$ cat config.mk
export PLATFORM = sky130hd
export DESIGN_NAME = register_sequencer
export DESIGN_NICKNAME = d
export VERILOG_FILES = /design/src/rtl/regseq_pkg.sv /design/src/rtl/regseq_serializer.sv /design/src/rtl/register_sequencer.sv
export SDC_FILE = /design/constraint.sdc
export NUM_CORES = 1
export LEC_CHECK = 0
export CORE_ASPECT_RATIO = 0.75
export CORE_UTILIZATION = 44
export CTS_CLUSTER_SIZE = 12
export DETAILED_ROUTE_END_ITERATION = 10
export PLACE_DENSITY = 0.85
export SYNTH_ARGS = -nofsm -noshare
export SYNTH_HDL_FRONTEND = slang
export SYNTH_SLANG_ARGS = --single-unit
export TNS_END_PERCENT = 5
$ cat constraint.sdc
create_clock -name C -period 2.2 [get_ports C]
set_clock_uncertainty 0.1 [all_clocks]
set_input_delay 0.66 -clock C [delete_from_list [all_inputs] [get_ports C]]
set_output_delay 0.66 -clock C [all_outputs]
set_load 0.01 [all_outputs]
$ cat src/rtl/regseq_pkg.sv
// Shared opcodes, FSM encoding and opcode-to-strobe decode for register_sequencer.
// OP_INCW is only accepted when REGSEQ_WRAP_DETECT_EN is defined.
package regseq_pkg;

  localparam logic [2:0] OP_CLR  = 3'd0;
  localparam logic [2:0] OP_LOAD = 3'd1;
  localparam logic [2:0] OP_INC  = 3'd2;
  localparam logic [2:0] OP_DEC  = 3'd3;
  localparam logic [2:0] OP_SHL  = 3'd4;
  localparam logic [2:0] OP_SHR  = 3'd5;
  localparam logic [2:0] OP_INCW = 3'd6;

  typedef enum logic [1:0] {
    ST_IDLE = 2'd0,
    ST_EXEC = 2'd1,
    ST_DONE = 2'd2
  } state_t;

  typedef struct packed {
    logic clr;
    logic l;
    logic inc;
    logic dec;
    logic shl;
    logic shr;
  } strobe_t;

  // INC_TO_WRAP drives the ordinary INC strobe; reserved opcodes decode to nothing.
  function automatic strobe_t op_strobes(input logic [2:0] op);
    strobe_t s;
    s = '0;
    case (op)
      OP_CLR:  s.clr = 1'b1;
      OP_LOAD: s.l   = 1'b1;
      OP_INC:  s.inc = 1'b1;
      OP_DEC:  s.dec = 1'b1;
      OP_SHL:  s.shl = 1'b1;
      OP_SHR:  s.shr = 1'b1;
      OP_INCW: s.inc = 1'b1;
      default: s = '0;
    endcase
    return s;
  endfunction

endpackage

$ cat src/rtl/regseq_serializer.sv
// N-bit load / shift-right register; sout is the bit presented on the current step.
// Zeros fill from the top so long bursts shift in zeros after the N loaded bits.
module regseq_serializer #(
  parameter int N = 4
) (
  input  logic         clk,
  input  logic         rst,
  input  logic         load,
  input  logic         shift,
  input  logic [N-1:0] din,
  output logic [N-1:0] q,
  output logic         sout
);

  always_ff @(posedge clk or posedge rst) begin
    if (rst) begin
      q <= '0;
    end else if (load) begin
      q <= din;
    end else if (shift) begin
      q <= {1'b0, q[N-1:1]};
    end
  end

  assign sout = q[0];

endmodule

$ cat src/rtl/register_sequencer.sv
// Command-driven strobe sequencer for the load/inc/dec/shift wrap register.
// Optional macro REGSEQ_WRAP_DETECT_EN adds QI/wrap ports and the INC_TO_WRAP opcode.
//
// Handshake: a command transfers on a rising edge of C where cmd_valid and
// cmd_ready are both high; cmd_* must be stable while cmd_valid is high, and
// cmd_ready never depends combinationally on cmd_valid.
module register_sequencer
  import regseq_pkg::*;
#(
  parameter int N  = 4,
  parameter int CW = 4
) (
  input  logic          C,
  input  logic          R,
  input  logic          cmd_valid,
  output logic          cmd_ready,
  input  logic [2:0]    cmd_op,
  input  logic [N-1:0]  cmd_arg,
  input  logic [N-1:0]  cmd_lim,
  input  logic [CW-1:0] cmd_cnt,
  input  logic          abort,
  output logic          done,
  output logic          CLR,
  output logic          L,
  output logic          INC,
  output logic          DEC,
  output logic          SHL,
  output logic          SHR,
  output logic [N-1:0]  D,
  output logic [N-1:0]  W,
`ifdef REGSEQ_WRAP_DETECT_EN
  input  logic [N-1:0]  QI,
  output logic          wrap,
`endif
  output logic [1:0]    state_dbg
);

  state_t        state_q, state_d;
  logic [2:0]    op_q, op_d;
  logic [N-1:0]  lim_q, lim_d;
  logic [CW-1:0] rem_q, rem_d;
  logic          ready_q;
  logic          accept;
  logic          in_exec;
  logic          is_shift;
  logic [N-1:0]  s_q;
  logic          s_bit;
  strobe_t       strb;

  // ready_q keeps cmd_ready low until the first edge after reset releases.
  always_ff @(posedge C or posedge R) begin
    if (R) begin
      ready_q <= 1'b0;
    end else begin
      ready_q <= 1'b1;
    end
  end

  assign cmd_ready = ready_q & (state_q == ST_IDLE);
  assign accept    = cmd_valid & cmd_ready;
  assign in_exec   = (state_q == ST_EXEC);
  assign is_shift  = (op_q == OP_SHL) || (op_q == OP_SHR);

  regseq_serializer #(.N(N)) u_ser (
    .clk   (C),
    .rst   (R),
    .load  (accept),
    .shift (in_exec & is_shift),
    .din   (cmd_arg),
    .q     (s_q),
    .sout  (s_bit)
  );

`ifdef REGSEQ_WRAP_DETECT_EN
  logic wrap_hit;
  assign wrap_hit = in_exec &
                    ((((op_q == OP_INC) || (op_q == OP_INCW)) && (QI >= lim_q)) ||
                     ((op_q == OP_DEC) && (QI <= lim_q)));
  assign wrap = wrap_hit;
`endif

  always_ff @(posedge C or posedge R) begin
    if (R) begin
      state_q <= ST_IDLE;
      op_q    <= OP_CLR;
      lim_q   <= '0;
      rem_q   <= '0;
    end else begin
      state_q <= state_d;
      op_q    <= op_d;
      lim_q   <= lim_d;
      rem_q   <= rem_d;
    end
  end

  always_comb begin
    state_d = state_q;
    op_d    = op_q;
    lim_d   = lim_q;
    rem_d   = rem_q;
    case (state_q)
      ST_IDLE: begin
        if (accept) begin
          op_d  = cmd_op;
          lim_d = cmd_lim;
          rem_d = cmd_cnt;
          case (cmd_op)
            OP_CLR, OP_LOAD: begin
              rem_d   = CW'(1);
              state_d = ST_EXEC;
            end
            OP_INC, OP_DEC, OP_SHL, OP_SHR: begin
              state_d = (cmd_cnt == '0) ? ST_DONE : ST_EXEC;
            end
`ifdef REGSEQ_WRAP_DETECT_EN
            OP_INCW: begin
              state_d = ST_EXEC;
            end
`endif
            default: begin
              state_d = ST_DONE;
            end
          endcase
        end
      end
      ST_EXEC: begin
        // A zero count only reaches EXEC for INC_TO_WRAP, where it means unbounded.
        if (rem_q != '0) begin
          rem_d = rem_q - CW'(1);
        end
        if (abort || (rem_q == CW'(1))) begin
          state_d = ST_DONE;
        end
`ifdef REGSEQ_WRAP_DETECT_EN
        if (wrap_hit && (op_q == OP_INCW)) begin
          state_d = ST_DONE;
        end
`endif
      end
      ST_DONE: begin
        state_d = ST_IDLE;
      end
      default: begin
        state_d = ST_IDLE;
      end
    endcase
  end

  assign strb = in_exec ? op_strobes(op_q) : '0;
  assign CLR  = strb.clr;
  assign L    = strb.l;
  assign INC  = strb.inc;
  assign DEC  = strb.dec;
  assign SHL  = strb.shl;
  assign SHR  = strb.shr;

  // Replicating the serial bit makes it land on D[0] for SHL and D[N-1] for SHR.
  always_comb begin
    D = '0;
    if (in_exec) begin
      if (op_q == OP_LOAD) begin
        D = s_q;
      end else if (is_shift) begin
        D = {N{s_bit}};
      end
    end
  end

  assign W         = lim_q;
  assign done      = (state_q == ST_DONE);
  assign state_dbg = state_q;

endmodule

==> reports/results.ini <==
[status]
outcome=finished clean

[power]
power.leakage_nw=0.796
power_density_nw_per_um2=834
p_total_mw=1.31
peakVddDrop_v=0.000452

[critical_path]
crit_path_top_delay_cell=dfrtp_1
crit_type=flip-flop to primary output
critPathCaptureType=primary output
arrival_ns=1.42
path_buf_inv=2
cp_top_family=flip-flops
max_stage_delay_ns=0.45
path_max_fanout=5
cp.required_ns=1.44
crit_chain=nor2b_4 > nand2b_4 > buf_4 > nor3_1 > buf_2
cp-start-kind=flip-flop

[sta]
post-route-min-period_ns=2.18
drv_slew=0
finalHoldViolCount=0
rsz0062_at_grt=yes
finalSetupViolCount=0
finalCritPeriodShare_pct=99.0
fmax_mhz=459

[logic_synthesis]
synth_area_leaders=dfrtp_1 (42%), nand2_1 (8.3%), ha_1 (4.6%), nor2b_1 (3.5%), mux2i_1 (2.8%)
synth_edf_count=0
synth_area_um2=1080
syn_inst=117
yosys_warnings=0
synth_cell_types=38
synth_area_per_cell_um2=9.24
synth_seq_area_share_pct=41.7
synth_ff_type=dfrtp_1
synth_top_area_share_pct=41.7
async_flop_share_pct=100
synth_fp_nets=140
synth_largest_area_cell=dfrtp_1
synth_seq_cells=18

[grt]
grt_use_total_pct=21.7
grt_pass1_wl_mm=4.22
antenna_found_initial=0
grt_overflow_total=0
grt_pass1_vias=935
grt_max_degree=15

[min_path]
worstHoldPathType=flip-flop to flip-flop

[drt]
routed-via-count=1039
vias_per_cell=5.20
drtIter0Drc=37
wl_per_cell_um=13.8
drtAntennaViolNets=0
drt_wl_total_mm=2.76
firstDrtPassIters=4
drcViolationCount=0

[placement]
place.gp.congestion=0.846
portBuffers=36
dp_cells=192
dp_hpwl_mm=2.03
dpl_cell_area_um2=1530

[cts]
clock_path_buffers=2
cts.sinks=18
cts_hold_buf=0
root_buffer=clkbuf_4
cts_tree=done
clock_latency_ns=0.31
cts_buffers=3
clock_tree.htree_level_count=1
clk_pin_slew_ns=0.10

[floorplan]
fp.dieW_um=59.2
initial_core_util_pct=46.8
io_pins=37
row_count=15
die_h_um=44.9
fp.dieArea_um2=2660
coreArea_um2=2310

[cells_and_area]
final_common_cell=nand2_1
final_cell_mix=nand2_1 (24), clkdlybuf4s50_1 (22), dfrtp_1 (18)
area_delta_synth_final_pct=45.6
nets=190
final_core_util_pct=68.2
drive_gt1_share_pct=20.5
antenna_cells=0
final_cells=200
final_area_um2=1570

[flow_run]
maxCapViolCount=0

## stage by stage
| step | hold slack, ns | setup slack (ns) | TNS, ns |
|---|---|---|---|
| floorplan | 0.371 | 0.270 | 0 |
| global placement | 0.361 | 0.0268 | 0 |
| detailed placement | 0.372 | -0.0271 | -0.0408 |
| CTS | 0.396 | -0.265 | -0.497 |
| global route | 0.430 | -0.0493 | -0.0846 |
| finish | 0.388 | 0.0230 | 0 |
## synthesized netlist by cell type, drive strengths merged, types with 2 or more instances
master,count
ha,4
and4bb,2
nor2b,6
o211ai,2
o21ai,6
nand2,24
nand2b,4
a21oi,5
dfrtp,18
a21o,2
inv,7
buf,5
nor3,3
a22o,2
mux2i,3
nor2,5
## layout make-up
cell class / instances / area, um2
repair buffers: 50 / 422
clock buffers: 4 / 36.3
fillers: 179 / 734
multi-input cells: 87 / 597
well taps: 34 / 42.5
inverters: 7 / 26.3
flip-flops and latches: 18 / 450
## registers in the layout, indices dropped and copies added (netlist names)
name / flops
rem_q: 4
u_ser.q: 4
op_q: 3
state_dbg: 2
W: 4
ready_q: 1
## final timing paths
check                             start       end  depth (start not counted)  slack (ns)
max                        state_dbg[1]       CLR                          5        0.02
min                                W[1]      W[1]                          2        0.39
max reg2reg                    rem_q[0]  rem_q[1]                          5        0.42
min reg2reg                        W[1]      W[1]                          2        0.39
max in group asynchronous             R  rem_q[1]                          3        1.14
min in group asynchronous             R      W[3]                          2        0.43
## logic make-up (layout without fill, tap and decap cells)
family | count (synthesis) | count (layout) | synth area share, %
AND/OR/NAND/NOR | 52 | 52 | 25.2
multiplexers | 4 | 4 | 3.82
flip-flops | 18 | 18 | 41.7
buffers and inverters | 12 | 61 | 5.21
other | 1 | 1 | 0.347
adder cells (fa/ha/maj) | 4 | 4 | 4.63
AO/OA/AOI/OAI | 26 | 26 | 19.1
## worst min-delay path, delay by kind of cell, from the launching register on
| family | cells | cell delay, ns |
|---|---|---|
| flops | 1 | 0.35 |
| simple gates | 2 | 0.11 |
## power breakdown
part	switching, mW	internal [mW]
Sequential	0.105	0.432
Combinational	0.260	0.303
Clock	0.111	0.101
## metal layers
| metal | GRT usage, % | routed length, um | up-vias |
|---|---|---|---|
| met2 | 36.2 | 1350 | 45 |
| met3 | 6.59 | 208 | 3 |
| met1 | 27.7 | 1180 | 485 |
| li1 | - | - | 506 |
| met5 | 0 | 0 | - |
| met4 | 5.71 | 13 | 0 |
## timing repair
item	4_1_cts	5_1_grt
pin swaps	0	1
buffers inserted	3	1
setup endpoints to repair	12	13
gates resized for setup	19	23
Power figures use the tool's default switching activity.
